$ cat config.mk
export PLATFORM = sky130hd
export DESIGN_NAME = display_controller
export DESIGN_NICKNAME = d
export VERILOG_FILES = /design/src/rtl/display_controller.sv
export SDC_FILE = /design/constraint.sdc
export NUM_CORES = 1
export LEC_CHECK = 0
export CORE_AREA = 2 2 76 93
export DETAILED_ROUTE_END_ITERATION = 7
export DIE_AREA = 0 0 78 95
export PLACE_DENSITY = 0.73
export SLEW_MARGIN = 20
export SYNTH_ARGS = -nofsm -noshare
export SYNTH_HDL_FRONTEND = slang
export SYNTH_SLANG_ARGS = --single-unit
$ cat constraint.sdc
create_clock -name clk -period 2.99 [get_ports clk]
set_clock_uncertainty 0.05 [all_clocks]
set_input_delay 0.299 -clock clk [delete_from_list [all_inputs] [get_ports clk]]
set_output_delay 0.299 -clock clk [all_outputs]
set_load 0.005 [all_outputs]
$ cat src/rtl/display_controller.sv
// Captures a value from one of four sources on a display request and scans it
// as four hex digits onto a multiplexed, active-low seven-segment display.
module display_controller #(
  parameter int unsigned REFRESH_DIV = 50000
) (
  input  logic        clk,
  input  logic        rst_n,
  input  logic        display,
  input  logic [1:0]  disp_sel,
  input  logic [15:0] acc_data,
  input  logic [15:0] reg_data,
  input  logic [15:0] mem_data,
  input  logic        bool_flag,
  output logic        busy,
  output logic        disp_done,
  output logic [15:0] shown_value,
  output logic [3:0]  an,
  output logic [6:0]  seg
);

  localparam int unsigned CW = (REFRESH_DIV > 2) ? $clog2(REFRESH_DIV) : 1;
  localparam logic [CW-1:0] CNT_MAX = CW'(REFRESH_DIV - 1);

  typedef enum logic [1:0] {IDLE, MEM_WAIT, SHOW} state_t;

  state_t        state;
  logic [CW-1:0] refresh_cnt;
  logic [1:0]    digit_idx;
  logic          scan_on;
  logic [15:0]   sel_value;
  logic [3:0]    nibble;

  always_comb begin
    sel_value = acc_data;
    case (disp_sel)
      2'b00:   sel_value = acc_data;
      2'b01:   sel_value = reg_data;
      2'b11:   sel_value = {15'b0, bool_flag};
      default: sel_value = acc_data;
    endcase
  end

  // scan_on marks "something has been shown since reset"; it keeps the old
  // value scanning through a MEM_WAIT entered from SHOW, and stays low in a
  // MEM_WAIT entered from IDLE so the display remains blank there.
  always_ff @(posedge clk) begin
    if (!rst_n) begin
      state       <= IDLE;
      shown_value <= '0;
      disp_done   <= 1'b0;
      scan_on     <= 1'b0;
      refresh_cnt <= '0;
      digit_idx   <= '0;
    end else begin
      disp_done <= 1'b0;
      if (scan_on) begin
        if (refresh_cnt == CNT_MAX) begin
          refresh_cnt <= '0;
          digit_idx   <= digit_idx + 2'd1;
        end else begin
          refresh_cnt <= refresh_cnt + CW'(1);
        end
      end
      case (state)
        IDLE, SHOW: begin
          if (display) begin
            if (disp_sel == 2'b10) begin
              state <= MEM_WAIT;
            end else begin
              shown_value <= sel_value;
              state       <= SHOW;
              scan_on     <= 1'b1;
              disp_done   <= 1'b1;
            end
          end
        end
        MEM_WAIT: begin
          shown_value <= mem_data;
          state       <= SHOW;
          scan_on     <= 1'b1;
          disp_done   <= 1'b1;
        end
        default: state <= IDLE;
      endcase
    end
  end

  assign busy = (state == MEM_WAIT);

  always_comb begin
    nibble = shown_value[3:0];
    case (digit_idx)
      2'd0: nibble = shown_value[3:0];
      2'd1: nibble = shown_value[7:4];
      2'd2: nibble = shown_value[11:8];
      2'd3: nibble = shown_value[15:12];
      default: nibble = shown_value[3:0];
    endcase
  end

  always_comb begin
    an  = '1;
    seg = '1;
    if (scan_on) begin
      an = ~(4'b0001 << digit_idx);
      case (nibble)
        4'h0: seg = 7'b1000000;
        4'h1: seg = 7'b1111001;
        4'h2: seg = 7'b0100100;
        4'h3: seg = 7'b0110000;
        4'h4: seg = 7'b0011001;
        4'h5: seg = 7'b0010010;
        4'h6: seg = 7'b0000010;
        4'h7: seg = 7'b1111000;
        4'h8: seg = 7'b0000000;
        4'h9: seg = 7'b0010000;
        4'hA: seg = 7'b0001000;
        4'hB: seg = 7'b0000011;
        4'hC: seg = 7'b1000110;
        4'hD: seg = 7'b0100001;
        4'hE: seg = 7'b0000110;
        4'hF: seg = 7'b0001110;
        default: seg = '1;
      endcase
    end
  end

endmodule

==> flow_summary.ini, run 1 <==
[setup_path]
crit_fanout = 5
sort_of_element_at_the_end_of_the_critical_path = output port
rr_worst_depth = 5
reg_to_reg_critical_path_endpoint = refresh_cnt[8]
regToRegStartpoint = refresh_cnt[0]
timing.critical_path.arrival_ns = 2.54
worstSetupPathType = register to output port
timing.critical_path.required_ns = 2.64
critPathLaunchType = register
r2r_slack_ns = 1.16

[yosys]
synth-async-reset-ratio = 0
post-synth-top-area-fraction = 0.3429
synthDominantAreaCellType = dfxtp_1
synth.avg_cell_area_sq_um = 8.467
syn_nets = 328
synthFlopType = dfxtp_1
yosysUniqueCellTypes = 48
synth.top_cells.by_count = dfxtp_1 (38), nor2_1 (30), o21ai_0 (17)
syn_std_cell_area_sq_um = 2218
synth-edff-count = 0
yosys-top-cells-area = dfxtp_1 (34%), ha_1 (6.8%), a221oi_1 (5.1%)
syn_inst_count = 262
synth.yosys.warnings = 0
synth_seq_area_share = 0.3429
post-synth-top-count-cell = dfxtp_1
ys_ff_latch = 38

[power_and_ir_drop]
sequentialPowerShare = 0.451
switching_share = 0.2737
power.combinational.fraction = 0.247
power_report.internal_total_mw = 0.8964
static-leakage-power_nw = 1.246
net_switching_component_of_the_power_mw = 0.3378
max-vdd-ir-drop_mv = 0.2868
power.density_cell_area_nw_per_um2 = 365.1
clkPwrFrac = 0.303

[run]
max-cap-violations = 0

[sta]
tns_ns = 0
number_of_setup_violations_in_the_final_report = 0
maxSlewViolCount = 0
rsz0062_at_grt = yes
fin_crit_ns = 2.887
worst_hold_slack_ns = 0.4510
finalCritPeriodShare = 0.9655
fmaxAchievable_ghz = 0.3464
relSlewSlack = 0.5810
hold_viol = 0
timing_worst_slew_pin_value_ns = 0.6285

[cells_and_area]
diodes = 0
n_fill_cell = 651
multi_input_comb_area_sq_um = 1404
final_net_count = 422
drive_gt1_frac = 0.1261
flow.area_growth_from_synthesis_pct = 52.40
postLayoutCoreUtil = 0.5117
design_area_sq_um = 3381
sequential_cell_area_sq_um = 765.7

[routing]
drt_iter0_markers = 126
total_wire_length_mm = 6.417
via_count = 2307
avgRoutedWirePerCell_um = 14.45
antenna_left = 0
final_routed_drc_violation_total = 0
viasPerCell = 5.196
drt_first_pass_iters = 7

[global_route]
grt_remaining_overflow = 0
grt_util_met1 = 0.1859
largest_net_degree_at_the_start_of_global_routing = 25
met3_track_demand_over_resource_in_global_routing = 0.04780
grt_pass1_vias = 2233
groute.layer.met2.usage = 0.3111
antenna_found_initial = 0
first_pass_grt_wire_length_mm = 10.09
overall_routing_resource_usage = 0.1705
busiest_layer = met2

[clock_network]
cts.sink_count = 38
max-clock-path-buffers = 2
htree_levels = 2
cts_buffers = 5
clk_latency_ns = 0.30
clk_root_buffer_cell = clkbuf_8
cts_tree = built
cts.reportedPaths.clkPinSlew_ns = 0.08

[die]
io_pins = 83
fp-row-count = 33
fp.dieArea_sq_um = 7410
floorplan.initialDensity = 0.3358
fp.dieW_um = 78
die_height_um = 95
core_area_sq_um = 6606

[status]
status = finished, final reports clean

[worst_hold_path]
min_delay_worst_endpoint = refresh_cnt[15]
whs_path_depth = 2
min_path_type = register to register
hold_start = refresh_cnt[15]

[placement]
portBuffers = 82
gp_congestion = 0.8382
placement.cell_area_sq_um = 3152
detailedPlacementHpwl_mm = 4.782
stage by stage:
stage	power (mW)	worst slack (ns)	std cells
after floorplan	0.6888	0.6188	262
after global placement	0.8557	0.09729	427
after detailed placement	0.8582	-0.01647	427
after CTS	1.235	0.001299	440
after global routing	1.294	-0.02293	444
final	1.234	0.1031	444
metal layers:
metal	vias to the layer above	wire [um]
li1	1151	-
met1	1061	2681
met2	82	3177
met3	13	412
met4	0	144
met5	-	0
layout make-up:
class	count	area share
tap	87	0.03220
sequential	38	0.2265
inverter	12	0.01332
multi-input combinational	199	0.4152
clock inverter	2	0.003701
clock buffer	6	0.02443
timing repair buffer	100	0.2846
registers in the layout (all words and copies together), names as in the netlist:
signal	count
digit_idx	2
disp_done	1
state	2
shown_value	16
scan_on	1
refresh_cnt	16
kinds of logic after synthesis:
family | count (synthesis) | share of synthesized area
AO/OA/AOI/OAI | 63 | 0.2132
buffers and inverters | 25 | 0.04907
adder cells (fa/ha/maj) | 12 | 0.06768
AND/OR/NAND/NOR | 101 | 0.2301
flip-flops | 38 | 0.3429
multiplexers | 9 | 0.04174
XOR/XNOR | 14 | 0.05527
worst max path at each step:
stage,start,to,depth (start not counted)
2_1_floorplan,digit_idx[0],seg[3],8
3_3_place_gp,digit_idx[1],seg[0],11
3_5_place_dp,digit_idx[1],seg[0],11
4_1_cts,digit_idx[1],seg[2],8
5_1_grt,digit_idx[1],seg[3],10
6_report,digit_idx[1],seg[3],10
timing repair:
item / in CTS / in global routing
hold buffers: 0 / 0
buffers inserted: 5 / 4
pin swaps: 3 / 4
resized for setup: 18 / 7
endpoints found under the setup margin: 7 / 5
power by group through the flow:
stage	registers [mW]	logic, mW	clock network [mW]
after floorplan	0.559	0.130	0
after global placement	0.568	0.287	0
after detailed placement	0.569	0.290	0
after CTS	0.557	0.298	0.380
after global routing	0.560	0.334	0.400
final	0.556	0.304	0.374
critical path, cell delays in order (launching register included):
cell	delay [ns]
dfxtp_2	0.36
inv_1	0.08
ha_2	0.22
a222oi_1	0.31
mux2_4	0.22
buf_4	0.11
ha_1	0.24
a211oi_2	0.18
a2111oi_2	0.07
a41oi_1	0.19
dlygate4sd2_1	0.26
cell usage in the layout, fill, tap and decap left out, drive strengths merged, types with 4 or more instances in the layout:
master,instances
a221oi,13
o21ai,19
a21oi,5
nor3,15
nor2,30
clkdlybuf4s50,75
clkbuf,6
nand3,5
nand2,16
and2,4
nor2b,7
xor2,4
mux2i,7
dfxtp,38
xnor2,10
dlymetal6s2s,4
inv,12
ha,12
a222oi,4
buf,18
nand4,7
No activity file was read; power rests on OpenSTA's default activity.
==> run 2: changes to the inputs <==
--- a/config.mk
+++ b/config.mk
@@ -8,7 +8,6 @@
 export CORE_AREA = 2 2 76 93
 export DETAILED_ROUTE_END_ITERATION = 7
 export DIE_AREA = 0 0 78 95
-export PLACE_DENSITY = 0.73
 export SLEW_MARGIN = 20
 export SYNTH_ARGS = -nofsm -noshare
 export SYNTH_HDL_FRONTEND = slang
==> flow_summary.ini, run 2 (same netlist as run 1, synthesis figures left out) <==
[routing]
total_wire_length_mm = 6.370
drt_first_pass_iters = 4
antenna_left = 0
final_routed_drc_violation_total = 0
via_count = 2220
viasPerCell = 5.103
drt_iter0_markers = 95
avgRoutedWirePerCell_um = 14.64

[cells_and_area]
final_net_count = 414
largest_registers = refresh_cnt (16), shown_value (16)
n_fill_cell = 658
layout.cells.most_common = clkdlybuf4s50_1
flow.area_growth_from_synthesis_pct = 50.54
drive_gt1_frac = 0.1178
diodes = 0
layout.cells.most_common_list = clkdlybuf4s50_1 (76), dfxtp_1 (36), nor2_1 (30)

[sta]
timing_worst_slew_pin_value_ns = 1.045
number_of_setup_violations_in_the_final_report = 0
maxSlewViolCount = 0
fmaxAchievable_ghz = 0.3526
rsz0062_at_grt = yes
finalCritPeriodShare = 0.9485
timing.final.ws_setup_ns = 0.1539
fin_crit_ns = 2.836
relSlewSlack = 0.3016
hold_viol = 0

[placement]
dp_worst_setup_slack_ns = 0.01824
gp_congestion = 0.8561
portBuffers = 82
detailedPlacementHpwl_mm = 4.855

[die]
fp-row-count = 33
floorplan.initialDensity = 0.3358
fp.dieW_um = 78
core_area_sq_um = 6606
fp.dieArea_sq_um = 7410
io_pins = 83
die_height_um = 95

[setup_path]
critical-path-slowest-cell = clkdlybuf4s50_1
timing.critical_path.required_ns = 2.64
critPathLaunchType = register
sort_of_element_at_the_end_of_the_critical_path = output port
cp_slowest_stage_delay_ns = 0.52
critical_path.startpoint = digit_idx[1]
worstSetupPathType = register to output port
timing.critical_path.cells = inv_1, ha_2, a222oi_1, mux2_4, ha_4, mux2i_1, o221ai_2, clkdlybuf4s50_1
crit_fanout = 6
timing.critical_path.arrival_ns = 2.49
regToRegStartpoint = refresh_cnt[0]

[clock_network]
cts_buffers = 5
clk_latency_ns = 0.29
cts.reportedPaths.clkPinSlew_ns = 0.08
cts.sink_count = 38
clk_root_buffer_cell = clkbuf_8
max-clock-path-buffers = 2
cts_tree = built
htree_levels = 2

[power_and_ir_drop]
switching_share = 0.2563
static-leakage-power_nw = 1.208
power.combinational.fraction = 0.227
sequentialPowerShare = 0.425
report.power.total_mw = 1.302
power_report.internal_total_mw = 0.9681
net_switching_component_of_the_power_mw = 0.3336
max-vdd-ir-drop_mv = 0.1561
power.density_cell_area_nw_per_um2 = 389.8
clkPwrFrac = 0.348

[global_route]
grt_pass1_vias = 2207
largest_net_degree_at_the_start_of_global_routing = 24
overall_routing_resource_usage = 0.1775
antenna_found_initial = 0
first_pass_grt_wire_length_mm = 10.29
grt_remaining_overflow = 0

[worst_hold_path]
hold_start = refresh_cnt[15]
min_path_type = register to register

[run]
max-cap-violations = 0

[status]
status = finished, final reports clean
==> run 2: changes by cell type in the layout (fill, tap and decap cells not counted), sizes merged <==
cell,delta
buf,-8
bufinv,+1
clkbuf,+1
clkdlybuf4s50,+1
clkinv,-1
clkinvlp,-1
dlygate4sd2,+1
dlymetal6s2s,-3
==> run 2: final cells by class <==
class                      instances  area, sq um  share of cell area
multi-input combinational        199         1416              0.4241
timing repair buffer              92        888.4              0.2660
sequential                        38        768.2              0.2300
tap                               87        108.9             0.03260
clock buffer                       6        82.58             0.02473
inverter                          12        45.04             0.01349
clock inverter                     1        30.03            0.008992
==> run 2: power by group through the flow <==
| stage | registers (mW) | logic (mW) | clock network (mW) |
|---|---|---|---|
| finish | 0.553 | 0.295 | 0.453 |
| global route | 0.556 | 0.327 | 0.484 |
| CTS | 0.556 | 0.290 | 0.461 |
| detailed placement | 0.568 | 0.288 | 0 |
| global placement | 0.568 | 0.288 | 0 |
| floorplan | 0.559 | 0.130 | 0 |
==> run 2: final timing paths <==
kind	to	slack, ns	cells past startpoint
worst max-delay path	seg[4]	0.15	8
worst min register to register	refresh_cnt[15]	0.44	2
worst max register to register	refresh_cnt[0]	1.13	5
worst min-delay path	refresh_cnt[15]	0.44	2
==> run 2: routing by layer <==
layer,vias to the layer above,track usage,part of all wire,routed length (um)
met1,996,0.2056,0.43,2770
met4,0,0.06871,0.020,126
met2,78,0.3147,0.49,3122
li1,1135,-,-,-
met3,11,0.04398,0.055,350
met5,-,0,0,0
==> run 2: stage by stage <==
step / hold WS, ns / TNS (ns) / area (sq um) / cells / util
finish: 0.4381 / 0 / 3339 / 435 / 0.5055
global route: 0.4697 / -0.04197 / 3339 / 435 / 0.5055
CTS: 0.4382 / 0 / 3273 / 431 / 0.4955
detailed placement: 0.4280 / 0 / 3126 / 423 / 0.4731
global placement: 0.4258 / 0 / 3122 / 423 / 0.4725
floorplan: 0.3839 / 0 / 2218 / 262 / -
==> run 2: critical path: cells and delay by family (launching register included) <==
kind                       cells  cell delay, ns
buffers and inverters          2            0.59
adders and majority gates      2            0.40
muxes                          2            0.35
DFF                            1            0.37
AOI/OAI and AO/OA              2            0.47
==> run 2: what timing repair did <==
item,4_1_cts,5_1_grt
resized for setup,18,12
hold buffers,0,0
setup endpoints to repair,7,4
pin swaps,2,5
buffers inserted,1,4
==> run 3: changes to the inputs <==
--- a/config.mk
+++ b/config.mk
@@ -6,6 +6,7 @@
 export NUM_CORES = 1
 export LEC_CHECK = 0
 export CORE_AREA = 2 2 76 93
+export CTS_CLUSTER_DIAMETER = 150
 export DETAILED_ROUTE_END_ITERATION = 7
 export DIE_AREA = 0 0 78 95
 export SLEW_MARGIN = 20
==> results of run 3 <==
Final layout, timing and power as in run 2 (identical DEF).
